==> src/rtl/ps2_pkg.sv <==
// Shared definitions for the PS/2 receive path: deframer state encoding,
// scan-code constants used by the keyboard consumer, and a parity helper.
package ps2_pkg;

  typedef enum logic [1:0] {
    IDLE   = 2'd0,
    DATA   = 2'd1,
    PARITY = 2'd2,
    STOP   = 2'd3
  } rx_state_t;

  // Prefix bytes the CPU side watches for in the scan-code stream.
  localparam logic [7:0] BREAK  = 8'hF0;
  localparam logic [7:0] EXTEND = 8'hE0;

  // True when the 8 data bits plus the parity bit contain an odd number of ones.
  function automatic logic odd_parity_ok(input logic [7:0] data, input logic par);
    return ^{par, data};
  endfunction

endpackage

==> src/rtl/ps2_rx_if.sv <==
// Consumer-side bundle of the PS/2 receiver: scan-code handshake plus the
// one-cycle error/overflow pulses. The receiver is the master.
interface ps2_rx_if;
  logic [7:0] code;
  logic       code_valid;
  logic       code_ready;
  logic       parity_err;
  logic       frame_err;
  logic       overflow;

  modport master (
    output code, code_valid, parity_err, frame_err, overflow,
    input  code_ready
  );

  modport slave (
    input  code, code_valid, parity_err, frame_err, overflow,
    output code_ready
  );
endinterface

==> src/rtl/sync_fifo.sv <==
// Small circular FIFO with show-ahead head output. Pointers carry one extra
// MSB so full and empty are distinguishable without a separate counter.
module sync_fifo #(
  parameter int WIDTH = 8,
  parameter int DEPTH = 4
) (
  input  logic             clk,
  input  logic             rst,
  input  logic             push,
  input  logic [WIDTH-1:0] push_data,
  input  logic             pop_req,
  output logic [WIDTH-1:0] head,
  output logic             not_empty,
  output logic             overflow
);

  localparam int AW = $clog2(DEPTH);
  localparam logic [AW:0] PTR_ONE = (AW + 1)'(1);

  logic [WIDTH-1:0] mem [DEPTH];
  logic [AW:0]      wr_ptr;
  logic [AW:0]      rd_ptr;
  logic             empty;
  logic             full;
  logic             pop;
  logic             do_push;

  assign empty   = (wr_ptr == rd_ptr);
  assign full    = (wr_ptr[AW] != rd_ptr[AW]) && (wr_ptr[AW-1:0] == rd_ptr[AW-1:0]);
  // A ready while empty is simply ignored.
  assign pop     = pop_req & ~empty;
  // A simultaneous pop frees the head slot, so a push into a full FIFO still lands.
  assign do_push = push & (~full | pop);

  // Head is forced to zero when empty so the output is clean out of reset.
  assign head      = empty ? '0 : mem[rd_ptr[AW-1:0]];
  assign not_empty = ~empty;

  // Storage write; contents need no reset because the pointers gate visibility.
  always_ff @(posedge clk) begin
    if (do_push) begin
      mem[wr_ptr[AW-1:0]] <= push_data;
    end
  end

  // Pointer update and one-cycle overflow pulse for a dropped push.
  always_ff @(posedge clk or posedge rst) begin
    if (rst) begin
      wr_ptr   <= '0;
      rd_ptr   <= '0;
      overflow <= 1'b0;
    end else begin
      overflow <= push & full & ~pop;
      if (do_push) begin
        wr_ptr <= wr_ptr + PTR_ONE;
      end
      if (pop) begin
        rd_ptr <= rd_ptr + PTR_ONE;
      end
    end
  end

endmodule

==> src/rtl/ps2_rx.sv <==
// PS/2 device-to-host receiver: synchronises and debounces the pins, detects
// falling edges of the filtered clock, deframes 11-bit frames and queues
// good scan codes for the CPU. Never drives the PS/2 lines.
module ps2_rx
  import ps2_pkg::*;
#(
  parameter int FILTER_LEN     = 8,
  parameter int TIMEOUT_CYCLES = 50000,
  parameter int FIFO_DEPTH     = 4
) (
  input  logic      clk,
  input  logic      rst,
  input  logic      ps2_clk,
  input  logic      ps2_data,
  ps2_rx_if.master  bus
);

  localparam int FW = $clog2(FILTER_LEN + 1);
  localparam int TW = $clog2(TIMEOUT_CYCLES + 1);
  localparam logic [FW-1:0] FILT_LAST   = FW'(FILTER_LEN - 1);
  localparam logic [TW-1:0] TIMEOUT_MAX = TW'(TIMEOUT_CYCLES);

  // Index 0 is ps2_clk, index 1 is ps2_data.
  logic [1:0]    sync1;
  logic [1:0]    sync2;
  logic          clk_sync;
  logic          data_sync;

  logic          filt_clk;
  logic          filt_prev;
  logic [FW-1:0] filt_cnt;
  logic          fall_edge;

  rx_state_t     state;
  logic [2:0]    bit_cnt;
  logic [7:0]    shift;
  logic          par_bit;
  logic [TW-1:0] timer;
  logic          push;
  logic [7:0]    push_data;
  logic          parity_err;
  logic          frame_err;

  assign clk_sync  = sync2[0];
  assign data_sync = sync2[1];
  assign fall_edge = filt_prev & ~filt_clk;

  // Two-stage synchronisers for both pins; idle bus level is high.
  always_ff @(posedge clk or posedge rst) begin
    if (rst) begin
      sync1 <= 2'b11;
      sync2 <= 2'b11;
    end else begin
      sync1 <= {ps2_data, ps2_clk};
      sync2 <= sync1;
    end
  end

  // Debounce: flip the filtered clock only after FILTER_LEN consecutive disagreeing samples.
  always_ff @(posedge clk or posedge rst) begin
    if (rst) begin
      filt_clk  <= 1'b1;
      filt_prev <= 1'b1;
      filt_cnt  <= '0;
    end else begin
      filt_prev <= filt_clk;
      if (clk_sync != filt_clk) begin
        if (filt_cnt == FILT_LAST) begin
          filt_clk <= clk_sync;
          filt_cnt <= '0;
        end else begin
          filt_cnt <= filt_cnt + FW'(1);
        end
      end else begin
        filt_cnt <= '0;
      end
    end
  end

  // Deframer FSM with inactivity timeout; error and push outputs are single-cycle pulses.
  always_ff @(posedge clk or posedge rst) begin
    if (rst) begin
      state      <= IDLE;
      bit_cnt    <= '0;
      shift      <= '0;
      par_bit    <= 1'b0;
      timer      <= '0;
      push       <= 1'b0;
      push_data  <= '0;
      parity_err <= 1'b0;
      frame_err  <= 1'b0;
    end else begin
      push       <= 1'b0;
      parity_err <= 1'b0;
      frame_err  <= 1'b0;

      if (fall_edge) begin
        timer <= '0;
        case (state)
          IDLE: begin
            if (!data_sync) begin
              state   <= DATA;
              bit_cnt <= '0;
            end else begin
              frame_err <= 1'b1;
            end
          end
          DATA: begin
            shift[bit_cnt] <= data_sync;
            if (bit_cnt == 3'd7) begin
              state <= PARITY;
            end else begin
              bit_cnt <= bit_cnt + 3'd1;
            end
          end
          PARITY: begin
            par_bit <= data_sync;
            state   <= STOP;
          end
          STOP: begin
            // A bad stop bit outranks a bad parity bit.
            if (!data_sync) begin
              frame_err <= 1'b1;
            end else if (!odd_parity_ok(shift, par_bit)) begin
              parity_err <= 1'b1;
            end else begin
              push      <= 1'b1;
              push_data <= shift;
            end
            state <= IDLE;
          end
          default: state <= IDLE;
        endcase
      end else if (state == IDLE) begin
        timer <= '0;
      end else if (timer == TIMEOUT_MAX) begin
        // Device stalled mid-frame: abandon the partial frame.
        state     <= IDLE;
        timer     <= '0;
        frame_err <= 1'b1;
      end else begin
        timer <= timer + TW'(1);
      end
    end
  end

  sync_fifo #(
    .WIDTH (8),
    .DEPTH (FIFO_DEPTH)
  ) u_fifo (
    .clk       (clk),
    .rst       (rst),
    .push      (push),
    .push_data (push_data),
    .pop_req   (bus.code_ready),
    .head      (bus.code),
    .not_empty (bus.code_valid),
    .overflow  (bus.overflow)
  );

  assign bus.parity_err = parity_err;
  assign bus.frame_err  = frame_err;

endmodule

==> src/flat_wrapper.sv <==
// flat-port wrapper written by rule: the top's interface ports become plain ports
module ps2_rx_flat import ps2_pkg::*;
#(
  parameter int FILTER_LEN     = 8,
  parameter int TIMEOUT_CYCLES = 50000,
  parameter int FIFO_DEPTH     = 4
)
  (clk, rst, ps2_clk, ps2_data, bus_code, bus_code_valid, bus_parity_err, bus_frame_err, bus_overflow, bus_code_ready);
  ps2_rx_if bus_i ();
  input  logic clk;
  input  logic rst;
  input  logic ps2_clk;
  input  logic ps2_data;
  output wire logic [$bits(bus_i.code)-1:0] bus_code;
  output wire logic [$bits(bus_i.code_valid)-1:0] bus_code_valid;
  output wire logic [$bits(bus_i.parity_err)-1:0] bus_parity_err;
  output wire logic [$bits(bus_i.frame_err)-1:0] bus_frame_err;
  output wire logic [$bits(bus_i.overflow)-1:0] bus_overflow;
  input wire logic [$bits(bus_i.code_ready)-1:0] bus_code_ready;
  assign bus_code = bus_i.code;
  assign bus_code_valid = bus_i.code_valid;
  assign bus_parity_err = bus_i.parity_err;
  assign bus_frame_err = bus_i.frame_err;
  assign bus_overflow = bus_i.overflow;
  assign bus_i.code_ready = bus_code_ready;
  ps2_rx #(.FILTER_LEN(FILTER_LEN), .TIMEOUT_CYCLES(TIMEOUT_CYCLES), .FIFO_DEPTH(FIFO_DEPTH)) u_core (.clk(clk), .rst(rst), .ps2_clk(ps2_clk), .ps2_data(ps2_data), .bus(bus_i));
endmodule
==> config.mk <==
export PLATFORM = sky130hd
export DESIGN_NAME = ps2_rx_flat
export DESIGN_NICKNAME = d
export VERILOG_FILES = /design/src/rtl/ps2_pkg.sv /design/src/rtl/ps2_rx_if.sv /design/src/rtl/sync_fifo.sv /design/src/rtl/ps2_rx.sv /design/src/flat_wrapper.sv
export SDC_FILE = /design/constraint.sdc
export NUM_CORES = 1
export LEC_CHECK = 0
export ABC_AREA = 1
export ABC_CLOCK_PERIOD_IN_PS = 2400
export CORE_UTILIZATION = 30
export CTS_BUF_LIST = sky130_fd_sc_hd__clkbuf_16
export DETAILED_ROUTE_END_ITERATION = 6
export RECOVER_POWER = 100
export SLEW_MARGIN = 20
export SYNTH_ARGS = -nofsm -noshare
export SYNTH_HDL_FRONTEND = slang
export SYNTH_SLANG_ARGS = --single-unit
==> constraint.sdc <==
create_clock -name clk -period 2.4 [get_ports clk]
set_input_delay 0.6 -clock clk [delete_from_list [all_inputs] [get_ports clk]]
set_output_delay 0.6 -clock clk [all_outputs]
set_load 0.01 [all_outputs]
==> results.py <==
metrics = {
    "power": {
        "p_sw_mw": 1.349,
        "p_int_mw": 3.077,
        "cellLeakagePower_nw": 2.263,
        "switching_share": 0.3048,
        "combPwrFrac": 0.257,
        "power.density_nw_per_um2": 869.7,
        "clockPowerShare": 0.346,
        "seq_power_share": 0.398,
        "total_power_mw": 4.425,
        "vdd_drop_max_mv": 0.4338,
    },
    "min_path": {
        "min_path_type": "reg2reg",
    },
    "clock_tree": {
        "clkSinkCount": 90,
        "clk_latency_ns": 0.34,
        "cts_made_buffers": 9,
        "cts_tree": "built",
        "cts_hold_buf": 0,
        "clockBufferDepth": 2,
        "path_clk_slew_ns": 0.06,
        "htreeDepth": 3,
        "ctsRootBufferMaster": "clkbuf_16",
    },
    "sta": {
        "setup_violations": 0,
        "finalCritPeriodShare": 0.9568,
        "relSlewSlack": 0.04978,
        "finalHoldViolCount": 0,
        "skew_ns": 0.005956,
        "period_needed_ns": 2.296,
        "worst_slack_ns": 0.1038,
        "slew_viol_final": 0,
        "fmax_ghz": 0.4355,
        "tightest_slew_ns": 1.425,
    },
    "setup_path": {
        "worstPathMaxFanout": 5,
        "cp.arrival_ns": 1.70,
        "critPathLaunchType": "register",
        "worstPathRequired_ns": 1.80,
        "cp-end-kind": "output pin",
        "worstSetupPathType": "reg2out",
    },
    "routing": {
        "vias_per_cell": 4.402,
        "wl_per_cell_um": 11.39,
        "drtPass1Iterations": 4,
        "drtIter0Drc": 194,
        "num_vias": 2980,
        "remaining_drc_errors": 0,
        "ant_nets": 0,
        "drt_wl_total_mm": 7.714,
    },
    "place": {
        "gp_congestion": 0.7355,
        "dp_slack_ns": 0.05235,
        "io_buffers": 16,
        "hpwl_mm": 5.230,
        "dpl.cell_count": 657,
    },
    "floorplanning": {
        "die_area_sq_um": 14740,
        "core_sq_um": 13880,
        "io_pins": 17,
        "die_w_um": 121.4,
        "start_util": 0.3082,
        "num_rows": 43,
        "die_h_um": 121.4,
    },
    "final_layout": {
        "multiInputGateArea_sq_um": 1612,
        "final_nets": 511,
        "layout_commonest_cell": "nand2_1",
        "diodes": 0,
        "utilization": 0.3666,
        "fin_cells": 677,
        "area_growth_pct": 18.95,
        "register_area_sq_um": 2421,
        "layout_common_cells": "nand2_1, nor2_1, inv_1",
        "nFillCells": 1385,
        "drive_gt1_frac": 0.1288,
    },
    "grt": {
        "grt_overflow_total": 0,
        "antenna_found_initial": 0,
        "grt_max_degree": 59,
        "grt_pass1_wl_mm": 13.79,
        "grt_pass1_vias": 2994,
        "grt_usage": 0.1195,
    },
    "logic_synthesis": {
        "yosys.area.top_type_share": 0.3042,
        "postSynthCellCount": 459,
        "synth_area_leaders": "dfrtp_1, edfxtp_1, nand2_1",
        "ys_seq_area_frac": 0.5657,
        "synthAdderAreaFrac": 0.04095,
        "synth_xor_area_frac": 0.02457,
        "avgSynthCellArea_sq_um": 9.320,
        "yosys.area_share.simple": 0.2246,
        "yosysWarnings": 0,
        "synth_area_leader_cell": "dfrtp_1",
        "synthMuxAreaShare": 0.002632,
        "synth_compound_area_frac": 0.07283,
        "synth_cell_types": 38,
        "syn-num-nets": 478,
        "synth_top_family_by_area": "simple AND/OR/NAND/NOR gates",
        "ys_ff_latch": 90,
        "syn_area_sq_um": 4278,
    },
    "flow_run": {
        "max-cap-violations": 0,
    },
    "outcome": {
        "outcome": "finished clean",
    },
}
-- power groups by stage --
| stage | clock network, mW | logic [mW] | registers (mW) |
|---|---|---|---|
| floorplan | 0 | 0.725 | 1.77 |
| global placement | 0 | 1.07 | 1.78 |
| detailed placement | 0 | 1.09 | 1.79 |
| CTS | 1.57 | 1.12 | 1.76 |
| global route | 1.62 | 1.29 | 1.77 |
| finish | 1.53 | 1.14 | 1.76 |
-- flip-flops by register name (all words and copies together), names as in the netlist, 3 cells and up --
name / flops
u_core.bit_cnt: 3
u_core.filt_cnt: 4
u_core.push_data: 8
u_core.shift: 8
u_core.timer: 16
u_core.u_fifo.mem: 32
u_core.u_fifo.rd_ptr: 3
u_core.u_fifo.wr_ptr: 3
-- worst paths after layout --
check / start / to / slack (ns) / depth (start not counted)
setup / recovery: u_core.u_fifo.rd_ptr[0]$_DFFE_PP0P_ / bus_code[4] / 0.10 / 7
hold / removal: u_core.sync1[0]$_DFF_PP1_ / u_core.sync2[0]$_DFF_PP1_ / 0.36 / 0
setup reg to reg: u_core.filt_prev$_DFF_PP1_ / u_core.push_data[5]$_DFFE_PP0P_ / 0.59 / 7
hold reg to reg: u_core.sync1[0]$_DFF_PP1_ / u_core.sync2[0]$_DFF_PP1_ / 0.36 / 0
max in group asynchronous: rst / u_core.u_fifo.rd_ptr[0]$_DFFE_PP0P_ / 0.43 / 3
min in group asynchronous: rst / u_core.u_fifo.overflow$_DFF_PP0_ / 1.04 / 3
-- synth_stat cells --
cell type and n:
xnor2_1 6, nand2_1 94, buf_2 3, nand3_1 27
nand2_4 1, nand3b_1 2, a211oi_2 1, nor2_1 69
mux2_2 1, and3_1 1, buf_6 1, clkbuf_1 1
nor3b_1 2, nor2_4 2, clkinv_2 1, edfxtp_1 32
buf_4 1, a211oi_1 1, a31oi_1 3, nand3_4 1
o21ai_1 1, nand3_2 1, o21bai_1 1, nand2_2 4
nand4_1 1, dfrtp_1 52, nor2_2 4, dfstp_2 6
o21ai_0 26, a21oi_1 12, nor3_1 3, xor2_1 6
o32ai_1 8, nand4_2 1, nor3_4 2, inv_1 61
inv_2 6, ha_1 14
-- critical path, cell delays in order, from the launching register on --
cell	delay (ns)
dfrtp_2	0.40
buf_4	0.13
nand2_1	0.08
a21oi_4	0.23
nand2_2	0.13
nand2_1	0.09
inv_1	0.03
dlygate4sd2_1	0.27
-- kinds of logic (layout without fill, tap and decap cells) --
family,count (synthesis),after routing
mux,1,1
flops,90,90
xor+xnor,12,12
simple gates,215,216
fa+ha+maj,14,14
buf+inv,74,111
compound gates,53,53
-- what timing repair did --
action / 4_1_cts / 5_1_grt
pin swaps: 3 / 0
cloned: 1 / 0
buffers inserted: 3 / 0
gates resized for setup: 19 / 5
setup endpoints to repair: 9 / 8
-- area by class of cell --
class,instances,area share
clock inverters,7,0.01967
clock buffers,9,0.04426
multi-input cells,296,0.3167
well taps,180,0.04426
inverters,68,0.05041
flip-flops and latches,90,0.4758
repair buffers,27,0.04893
-- per-layer routing --
layer | track usage | wire length, um | vias to the layer above
met3 | 0.03524 | 242 | 11
met1 | 0.1472 | 3645 | 1391
li1 | - | - | 1546
met5 | 0 | 0 | -
met2 | 0.1953 | 3687 | 32
met4 | 0.04707 | 139 | 0
-- stage by stage --
stage / hold WS, ns / setup TNS (ns) / area, sq um
floorplan: 0.3452 / 0 / 4278
global placement: 0.3469 / 0 / 4698
detailed placement: 0.3472 / 0 / 4698
CTS: 0.3579 / 0 / 5081
global route: 0.3615 / -0.01231 / 5089
finish: 0.3564 / 0 / 5089
No activity file was read; power rests on OpenSTA's default activity.
